===== src/rtl/ps2_pkg.sv =====
// Shared constants, state encodings and helpers for the PS/2 digit sender.
// Make codes follow PS/2 scan code set 2 for the main-row digit keys.
package ps2_pkg;

  localparam logic [7:0] MAKE_0 = 8'h45;
  localparam logic [7:0] MAKE_1 = 8'h16;
  localparam logic [7:0] MAKE_2 = 8'h1E;
  localparam logic [7:0] MAKE_3 = 8'h26;
  localparam logic [7:0] MAKE_4 = 8'h25;
  localparam logic [7:0] MAKE_5 = 8'h2E;
  localparam logic [7:0] MAKE_6 = 8'h36;
  localparam logic [7:0] MAKE_7 = 8'h3D;
  localparam logic [7:0] MAKE_8 = 8'h3E;
  localparam logic [7:0] MAKE_9 = 8'h46;

  localparam logic [7:0] BREAK_PREFIX = 8'hF0;
  localparam int         FRAME_BITS   = 11;

  typedef enum logic [1:0] {TX_IDLE, TX_HI, TX_LO} tx_state_e;

  typedef enum logic [2:0] {
    ST_IDLE, ST_LOAD, ST_FRAME, ST_GAP, ST_DONE, ST_ERR
  } seq_state_e;

  // Returns {valid, make_code}; valid is low for digits 10..15.
  function automatic logic [8:0] digit_to_make(input logic [3:0] num);
    case (num)
      4'd0:    return {1'b1, MAKE_0};
      4'd1:    return {1'b1, MAKE_1};
      4'd2:    return {1'b1, MAKE_2};
      4'd3:    return {1'b1, MAKE_3};
      4'd4:    return {1'b1, MAKE_4};
      4'd5:    return {1'b1, MAKE_5};
      4'd6:    return {1'b1, MAKE_6};
      4'd7:    return {1'b1, MAKE_7};
      4'd8:    return {1'b1, MAKE_8};
      4'd9:    return {1'b1, MAKE_9};
      default: return 9'h000;
    endcase
  endfunction

  // Line level for frame bit idx: start, data LSB first, odd parity, stop.
  function automatic logic frame_bit(input logic [7:0] b, input logic [3:0] idx);
    if (idx == 4'd0)       return 1'b0;
    else if (idx <= 4'd8)  return b[3'(idx - 4'd1)];
    else if (idx == 4'd9)  return ~^b;
    else                   return 1'b1;
  endfunction

endpackage


===== src/rtl/ps2_frame_tx.sv =====
// Serialises one byte as an 11-bit PS/2 device-to-host frame and generates
// the PS/2 clock; both lines rest high while idle.
module ps2_frame_tx
  import ps2_pkg::*;
#(
  parameter int CLK_DIV = 50
) (
  input  logic       i_clk,
  input  logic       i_rst,
  input  logic       i_start,
  input  logic [7:0] i_byte,
  output logic       o_idle,
  output logic       o_ps2_clk,
  output logic       o_ps2_data
);

  localparam int DW = $clog2(CLK_DIV);

  tx_state_e      state_q, state_d;
  logic [DW-1:0]  div_cnt_q, div_cnt_d;
  logic [3:0]     bit_cnt_q, bit_cnt_d;
  logic [7:0]     byte_q, byte_d;
  logic           clk_q, clk_d;
  logic           data_q, data_d;
  logic           idle_q, idle_d;

  // NOTE: every always_comb output gets its hold value first so no path
  // leaves a signal unassigned and a latch is never inferred.
  always_comb begin
    state_d   = state_q;
    div_cnt_d = div_cnt_q;
    bit_cnt_d = bit_cnt_q;
    byte_d    = byte_q;
    clk_d     = clk_q;
    data_d    = data_q;
    case (state_q)
      TX_IDLE: begin
        if (i_start) begin
          state_d   = TX_HI;
          byte_d    = i_byte;
          bit_cnt_d = 4'd0;
          div_cnt_d = '0;
          clk_d     = 1'b1;
          data_d    = 1'b0;
        end
      end
      TX_HI: begin
        if (div_cnt_q == DW'(CLK_DIV - 1)) begin
          state_d   = TX_LO;
          div_cnt_d = '0;
          clk_d     = 1'b0;
        end else begin
          div_cnt_d = div_cnt_q + DW'(1);
        end
      end
      TX_LO: begin
        if (div_cnt_q == DW'(CLK_DIV - 1)) begin
          div_cnt_d = '0;
          clk_d     = 1'b1;
          if (bit_cnt_q == 4'(FRAME_BITS - 1)) begin
            state_d   = TX_IDLE;
            bit_cnt_d = 4'd0;
            data_d    = 1'b1;
          end else begin
            state_d   = TX_HI;
            bit_cnt_d = bit_cnt_q + 4'd1;
            data_d    = frame_bit(byte_q, bit_cnt_q + 4'd1);
          end
        end else begin
          div_cnt_d = div_cnt_q + DW'(1);
        end
      end
      default: state_d = TX_IDLE;
    endcase
    idle_d = (state_d == TX_IDLE);
  end

  // NOTE: state flops use non-blocking assignments so every flop samples
  // the pre-edge values, independent of statement order.
  always_ff @(posedge i_clk) begin
    if (i_rst) begin
      state_q   <= TX_IDLE;
      div_cnt_q <= '0;
      bit_cnt_q <= 4'd0;
      byte_q    <= 8'h00;
      clk_q     <= 1'b1;
      data_q    <= 1'b1;
      idle_q    <= 1'b1;
    end else begin
      state_q   <= state_d;
      div_cnt_q <= div_cnt_d;
      bit_cnt_q <= bit_cnt_d;
      byte_q    <= byte_d;
      clk_q     <= clk_d;
      data_q    <= data_d;
      idle_q    <= idle_d;
    end
  end

  assign o_idle     = idle_q;
  assign o_ps2_clk  = clk_q;
  assign o_ps2_data = data_q;

endmodule


===== src/rtl/ps2_digit_sender.sv =====
// PS/2 keyboard emulator: accepts a decimal digit and sends make, F0, make,
// with an idle gap after every frame.
module ps2_digit_sender
  import ps2_pkg::*;
#(
  parameter int CLK_DIV    = 50,
  parameter int GAP_CYCLES = 200
) (
  input  logic       i_clk,
  input  logic       i_rst,
  input  logic [3:0] i_num,
  input  logic       i_valid,
  output logic       o_ready,
  output logic       o_ps2_clk,
  output logic       o_ps2_data,
  output logic       o_busy,
  output logic       o_done,
  output logic       o_err
);

  localparam int CNT_MAX  = (CLK_DIV > GAP_CYCLES) ? CLK_DIV : GAP_CYCLES;
  localparam int CW       = $clog2(CNT_MAX);
  // The cycle in which FRAME observes the transmitter idle is the first gap cycle.
  localparam int GAP_LAST = (GAP_CYCLES > 1) ? GAP_CYCLES - 2 : 0;

  seq_state_e    state_q, state_d;
  logic [7:0]    make_q, make_d;
  logic [1:0]    byte_idx_q, byte_idx_d;
  logic [CW-1:0] gap_cnt_q, gap_cnt_d;
  logic          ready_q, ready_d;
  logic          busy_q, busy_d;
  logic          done_q, done_d;
  logic          err_q, err_d;
  logic [8:0]    digit;
  logic          gap_over;
  logic          tx_idle;
  logic          tx_start;
  logic [7:0]    tx_byte;

  assign tx_start = (state_q == ST_LOAD);
  assign tx_byte  = (byte_idx_q == 2'd1) ? BREAK_PREFIX : make_q;

  ps2_frame_tx #(.CLK_DIV(CLK_DIV)) u_frame_tx (
    .i_clk      (i_clk),
    .i_rst      (i_rst),
    .i_start    (tx_start),
    .i_byte     (tx_byte),
    .o_idle     (tx_idle),
    .o_ps2_clk  (o_ps2_clk),
    .o_ps2_data (o_ps2_data)
  );

  always_comb begin
    state_d    = state_q;
    make_d     = make_q;
    byte_idx_d = byte_idx_q;
    gap_cnt_d  = gap_cnt_q;
    gap_over   = 1'b0;
    digit      = digit_to_make(i_num);
    case (state_q)
      ST_IDLE: begin
        if (i_valid && ready_q) begin
          if (digit[8]) begin
            make_d     = digit[7:0];
            byte_idx_d = 2'd0;
            state_d    = ST_LOAD;
          end else begin
            state_d = ST_ERR;
          end
        end
      end
      ST_LOAD:  state_d = ST_FRAME;
      ST_FRAME: begin
        if (tx_idle) begin
          if (GAP_CYCLES == 1) begin
            gap_over = 1'b1;
          end else begin
            state_d   = ST_GAP;
            gap_cnt_d = '0;
          end
        end
      end
      ST_GAP: begin
        if (gap_cnt_q == CW'(GAP_LAST)) gap_over = 1'b1;
        else                           gap_cnt_d = gap_cnt_q + CW'(1);
      end
      ST_DONE, ST_ERR: state_d = ST_IDLE;
      default:         state_d = ST_IDLE;
    endcase
    if (gap_over) begin
      gap_cnt_d = '0;
      if (byte_idx_q == 2'd2) begin
        state_d = ST_DONE;
      end else begin
        byte_idx_d = byte_idx_q + 2'd1;
        state_d    = ST_LOAD;
      end
    end
    ready_d = (state_d == ST_IDLE);
    busy_d  = (state_d != ST_IDLE);
    done_d  = (state_d == ST_DONE);
    err_d   = (state_d == ST_ERR);
  end

  always_ff @(posedge i_clk) begin
    if (i_rst) begin
      state_q    <= ST_IDLE;
      make_q     <= 8'h00;
      byte_idx_q <= 2'd0;
      gap_cnt_q  <= '0;
      ready_q    <= 1'b1;
      busy_q     <= 1'b0;
      done_q     <= 1'b0;
      err_q      <= 1'b0;
    end else begin
      state_q    <= state_d;
      make_q     <= make_d;
      byte_idx_q <= byte_idx_d;
      gap_cnt_q  <= gap_cnt_d;
      ready_q    <= ready_d;
      busy_q     <= busy_d;
      done_q     <= done_d;
      err_q      <= err_d;
    end
  end

  assign o_ready = ready_q;
  assign o_busy  = busy_q;
  assign o_done  = done_q;
  assign o_err   = err_q;

endmodule


===== config.mk =====
export PLATFORM = sky130hd
export DESIGN_NAME = ps2_digit_sender
export DESIGN_NICKNAME = d
export VERILOG_FILES = /design/src/rtl/ps2_pkg.sv /design/src/rtl/ps2_frame_tx.sv /design/src/rtl/ps2_digit_sender.sv
export SDC_FILE = /design/constraint.sdc
export NUM_CORES = 1
export LEC_CHECK = 0
export ABC_AREA = 1
export BUFFER_PORTS_ARGS = -buffer_cell sky130_fd_sc_hd__buf_2
export CORE_ASPECT_RATIO = 1.25
export CORE_MARGIN = 5
export CORE_UTILIZATION = 50
export DETAILED_ROUTE_END_ITERATION = 8
export GPL_TIMING_DRIVEN = 0
export PLACE_DENSITY_LB_ADDON = 0.08
export RECOVER_POWER = 25
export SYNTH_ARGS = -nofsm -noshare
export SYNTH_HDL_FRONTEND = slang
export SYNTH_SLANG_ARGS = --single-unit

===== constraint.sdc =====
create_clock -name i_clk -period 4 [get_ports i_clk]
set_input_delay 0.8 -clock i_clk [delete_from_list [all_inputs] [get_ports i_clk]]
set_output_delay 0.8 -clock i_clk [all_outputs]
set_load 0.1 [all_outputs]

Word level (Yosys, flattened, before mapping)
Memory sizes are Yosys's and may differ from the RTL's.
Cells that the tools add are included.
{"block": "word_totals", "register_bits": 48, "mem_bits_ro": 128, "elab_cells": 103, "inputBits": 7, "mem_count": 1, "output_inout_bits": 6}
{"block": "op_classes", "n_eq_ne": 18, "muxes": 42, "n_reduce_logical": 20, "n_lt_le_gt_ge": 2, "n_addsub": 5}
{"memory": "(name not given)", "depth": 16, "word_bits": 8, "rd": 1, "rd_clocked_by_memory_dff": 0, "write_ports": 0, "line": "ps2_pkg.sv:27", "source": "case (num)"}
{"cell": "2-to-1 mux 8 bit", "count": 3}
{"cell": "2-to-1 mux 2 bit", "count": 8}
{"cell": "case mux 8 bit (2 select lines)", "count": 1}
{"cell": "2-to-1 mux 3 bit", "count": 5}
{"cell": "2-to-1 mux 1 bit", "count": 13}
{"cell": "2-to-1 mux 4 bit", "count": 3}
{"cell": "2-to-1 mux 6 bit", "count": 2}
{"cell": "case mux 3 bit (4 select lines)", "count": 1}
{"cell": "case mux 6 bit (2 select lines)", "count": 1}
{"cell": "AND reduction 3 bit", "count": 3}
{"cell": "adder 8 x 1 -> 8 bit, second input constant", "count": 1}
{"cell": "equality test 4 bit, second input constant", "count": 2}
{"cell": "equality test 8 bit, second input constant", "count": 1}
{"cell": "case mux 4 bit (2 select lines)", "count": 1}
{"cell": "XNOR reduction 8 bit", "count": 1}
{"cell": "adder 6 x 1 -> 6 bit, second input constant", "count": 1}
{"cell": "equality test 3 x 2 -> 1 bit, second input constant", "count": 2}
{"cell": "equality test 3 bit, second input constant", "count": 2}
{"cell": "equality test 6 bit, second input constant", "count": 1}
{"cell": "logical NOT 3 bit", "count": 2}
{"cell": "inequality test 2 x 1 -> 1 bit, second input constant", "count": 3}
{"cell": "case mux 2 bit (3 select lines)", "count": 1}
{"cell": "nonzero test 2 bit", "count": 3}
{"cell": "nonzero test 3 bit", "count": 2}
{"cell": "other kinds (18)", "count": 24}

Longest topological paths before layout
{"block": "logic_depth", "word_depth": 9, "ltp_mapped": 12, "mapped_depth_nobuf": 11}

Hierarchy
Synthesis repeated with hierarchy kept, for this count alone.
{"block": "hier_totals", "hier_cells": 424, "area_unflattened_um2": 2869.0}
{"module": "ps2_digit_sender", "n_inst": 1, "cells_each": 204, "area_per_inst_um2": 1446.4}
{"module": "ps2_frame_tx", "n_inst": 1, "cells_each": 220, "area_per_inst_um2": 1422.6}

Worst setup path after synthesis
No wires, ideal clock.
{"block": "synth_timing", "kind": "flip-flop to flip-flop", "start": "register ready_q (netlist: o_ready)", "end": "register make_q[5]", "period_less_slack_ps": 1734, "path_slack_ps": 2266, "stages_incl_launch_ff": 7, "t_arrival_ps": 1660, "cell_sequence": "dfxtp_1 -> nand2_1 -> nor2_1 -> nand2_1 -> inv_2 -> o21ai_0 -> a31oi_1"}
{"block": "synth_between", "elab_chain_cells": 2}
{"element": "start, declared", "line": "ps2_digit_sender.sv:30", "source": "logic ready_q, ready_d;"}
{"element": "start signal, assigned", "line": "ps2_digit_sender.sv:120", "source": "ready_q <= ready_d;"}
{"element": "logical AND 1 bit", "line": "ps2_digit_sender.sv:62", "source": "if (i_valid && ready_q) begin"}
{"element": "AND reduction 3 bit (no line)"}
{"element": "end signal, assigned", "line": "ps2_digit_sender.sv:117", "source": "make_q <= make_d;"}
{"element": "end, declared", "line": "ps2_digit_sender.sv:27", "source": "logic [7:0] make_q, make_d;"}
Every way passes these cells.
A chain may end at the register's enable or synchronous reset.

Worst setup path after layout
{"block": "layout_timing", "start": "register state_q[1]", "end": "register gap_cnt_q[2]"}
{"block": "layout_between", "elab_chain_cells": 3}
{"element": "start, declared", "line": "ps2_digit_sender.sv:26", "source": "seq_state_e state_q, state_d;"}
{"element": "start signal, assigned", "line": "ps2_digit_sender.sv:116", "source": "state_q <= state_d;"}
{"element": "equality test 3 x 2 -> 1 bit", "line": "ps2_digit_sender.sv:60", "source": "case (state_q)"}
{"element": "inequality test 2 x 1 -> 1 bit (no line) (tied with other cells)"}
{"element": "AND reduction 3 bit (no line) / OR reduction 2 bit (equally long branches)"}
{"element": "end signal, assigned", "line": "ps2_digit_sender.sv:119", "source": "gap_cnt_q <= gap_cnt_d;"}
{"element": "end, declared", "line": "ps2_digit_sender.sv:29", "source": "logic [CW-1:0] gap_cnt_q, gap_cnt_d;"}
Parallel ways exist; a longest one is shown, timed or not.

==> flow_summary.json <==
{
  "run_status": "finished, final reports clean",
  "grt_pass1_wl_um": 9440,
  "synth_compound_area_share_pct": 16.2,
  "htreeDepth": 2,
  "seq_area_um2": 941,
  "cp_max_fo": 10,
  "synth_fp_nets": 418,
  "crit_path_top_delay_cell": "nand2_1",
  "cts_sinks": 47,
  "cts_resized": 0,
  "placed_cell_area_mm2": 0.00282,
  "wl_um": 5250,
  "layout-drive-gt1-share_pct": 9.64,
  "async_flop_share_pct": 0,
  "worstPathArrival_ns": 2.30,
  "powerDensity_mw_per_mm2": 436,
  "clockBufferDepth": 2,
  "overflow": 0,
  "start_kind": "flop",
  "worstPathRequired_ns": 4.19,
  "diodes": 0,
  "p_sw_uw": 481,
  "dp_hpwl_um": 4030,
  "peakVddDrop_mv": 0.316,
  "via_per_inst": 5.01,
  "timing.final.crit_share_pct": 52.6,
  "holdBufCountCts": 0,
  "synth-seq-cells": 47,
  "tightest_slew_ns": 0.603,
  "final_cells": 477,
  "gp_congestion": 0.840,
  "muxShareOfSynthArea_pct": 0,
  "die_h_um": 91.9,
  "fin_tns_setup_ns": 0,
  "drtIter0Drc": 105,
  "portBuffers": 12,
  "synth_cell_type_count": 40,
  "netlist_instances": 395,
  "hold_viol": 0,
  "crit_family": "simple AND/OR/NAND/NOR gates",
  "die_x_um": 75.5,
  "seq_area_frac_synth_pct": 35.1,
  "synth_top_family_by_area": "simple AND/OR/NAND/NOR gates",
  "critPathBufInv": 3,
  "yosys_warnings": 0,
  "rsz0062_at_grt": "false",
  "layout_commonest_cell": "nand2_1",
  "num_vias": 2390,
  "maxCapViolCount": 0,
  "cts-root-buf": "clkbuf_8",
  "max_freq_mhz": 475,
  "p_int_uw": 778,
  "cpPeakStageDelay_ns": 0.44,
  "drtAntennaViolNets": 0,
  "min_period_ns": 2.10,
  "cts_buffers": 5,
  "setup_viol": 0,
  "synth_fa_ha_area_share_pct": 7.47,
  "hold_class": "reg2reg",
  "multi_input_area_mm2": 0.00145,
  "drc": 0,
  "fillers": 521,
  "dp.cells": 469,
  "postCtsSetupBuffers": 0,
  "synthSimpleGateAreaFrac_pct": 30.8,
  "cp_common_cell": "inv_1",
  "synthFlopType": "dfxtp_1",
  "antenna_found_initial": 0,
  "syn_area_per_cell_um2": 6.79,
  "power.share.clock_pct": 24.9,
  "track_usage_pct": 16.8,
  "grt_max_degree": 15,
  "drv_slew": 0,
  "clk_pin_slew_ns": 0.09,
  "switching_share_pct": 38.2,
  "syn2layout_area_growth_pct": 7.70,
  "clock_latency_ns": 0.30,
  "clock_skew_ns": 0.00742,
  "dr.pass1.iters": 4,
  "start_util_pct": 52.0,
  "fp.coreArea_mm2": 0.00515,
  "die_area_mm2": 0.00694,
  "cts_tree": "yes",
  "fin_area_mm2": 0.00289,
  "syn-cell-area_mm2": 0.00268,
  "io_pins": 13,
  "routedWlPerCell_um": 11.0,
  "synth-xor-area-share_pct": 0.980,
  "fin_nets": 437,
  "pwr-share-seq_pct": 43.7,
  "cp_cell_sequence": "inv_1 -> nor2_1 -> nand2_2 -> clkinvlp_2 -> nand4_1 -> nand2_1 -> inv_1 -> nand3_1 -> a21oi_1",
  "p_comb_share_pct": 31.4,
  "final_core_util_pct": 56.0,
  "maxSlewHeadroom_pct": 59.8,
  "worstSetupPathType": "reg2reg",
  "synth-edff-count": 0,
  "p_leak_nw": 1.32,
  "first_global_vias": 2258,
  "end_kind": "flop",
  "row_count": 29,
  "mostFrequentLayoutCells": "nand2_1 (109), inv_1 (55), dfxtp_1 (47)"
}
==> per-layer routing <==
layer / wire (um) / vias to the layer above / global-route usage (%) / share of wire (%)
li1: - / 1304 / - / -
met1: 2630 / 1059 / 21.6 / 50
met2: 2410 / 19 / 27.1 / 46
met3: 107 / 8 / 3.39 / 2.0
met4: 103 / 0 / 6.12 / 2.0
met5: 0 / - / 0 / 0
==> flip-flops by register name, indices dropped and copies added, names as in the netlist <==
register / cells
u_frame_tx.byte_q: 8
o_err: 1
gap_cnt_q: 8
o_ready: 1
u_frame_tx.o_idle: 1
u_frame_tx.o_ps2_clk: 1
o_done: 1
u_frame_tx.bit_cnt_q: 4
byte_idx_q: 2
o_busy: 1
u_frame_tx.o_ps2_data: 1
state_q: 3
u_frame_tx.state_q: 2
u_frame_tx.div_cnt_q: 6
make_q: 7
==> worst reg2reg max path: cells and delay by family, from the launching register on <==
| family | cells | cell delay [ns] |
|---|---|---|
| flip-flops | 1 | 0.31 |
| AND/OR/NAND/NOR | 5 | 1.24 |
| buffers and inverters | 3 | 0.39 |
| AO/OA/AOI/OAI | 1 | 0.07 |
==> path summary, 6_finish.rpt <==
kind,startpoint,to,slack (ns),cells after the start
max,state_q[1]$_SDFF_PP0_,gap_cnt_q[2]$_SDFFE_PP0P_,1.90,9
min,make_q[6]$_SDFFE_PP0P_,make_q[6]$_SDFFE_PP0P_,0.46,2
min reg2reg,make_q[6]$_SDFFE_PP0P_,make_q[6]$_SDFFE_PP0P_,0.46,2
max reg2reg,state_q[1]$_SDFF_PP0_,gap_cnt_q[2]$_SDFFE_PP0P_,1.90,9
==> per-stage QoR <==
stage	worst slack (ns)	hold slack, ns	total power [mW]
floorplan	2.27	0.430	0.882
global placement	2.13	0.444	0.960
detailed placement	2.12	0.449	0.964
CTS	2.15	0.463	1.28
global route	1.64	0.483	1.35
finish	1.90	0.464	1.26
==> kinds of logic (layout without fill, tap and decap cells) <==
group	count (synthesis)	in the layout
AND/OR/NAND/NOR	188	188
AO/OA/AOI/OAI	75	75
buffers and inverters	66	86
flip-flops	47	47
adder cells (fa/ha/maj)	16	16
XOR/XNOR	3	3
==> power groups by stage <==
stage               combinational, mW  clock [mW]  sequential (mW)
floorplan                       0.238           0            0.644
global placement                0.399           0            0.561
detailed placement              0.402           0            0.562
CTS                             0.403       0.322            0.551
global route                    0.448       0.345            0.557
finish                          0.396       0.313            0.550
==> synthesized netlist by cell type, types with 2 or more instances <==
master    count  area (um^2)
a211oi_1      2         15.0
buf_2         2         10.0
clkbuf_1      2         7.51
nand3_1      25          125
o21ai_2       4         35.0
nor3_1        3         15.0
nand2_1     107          402
inv_1        53          199
nand4_1       4         25.0
ha_1         16          200
a221oi_1      3         26.3
nand2_2       4         25.0
o21ai_0      20          100
o21ai_1       3         15.0
xor2_1        2         17.5
a21oi_1      35          175
inv_2         6         22.5
a21o_1        2         15.0
dfxtp_1      47          941
nor2_1       34          128
a31oi_1       2         12.5
==> final cells by class <==
| type | instances | area share, % |
|---|---|---|
| flip-flops and latches | 47 | 32.6 |
| multi-input cells | 282 | 50.3 |
| plain buffers | 4 | 0.607 |
| inverters | 62 | 8.15 |
| well taps | 62 | 2.69 |
| repair buffers | 12 | 2.04 |
| clock inverters | 1 | 0.260 |
| clock buffers | 7 | 3.34 |
Note: power is estimated with default switching activity, not from simulation.
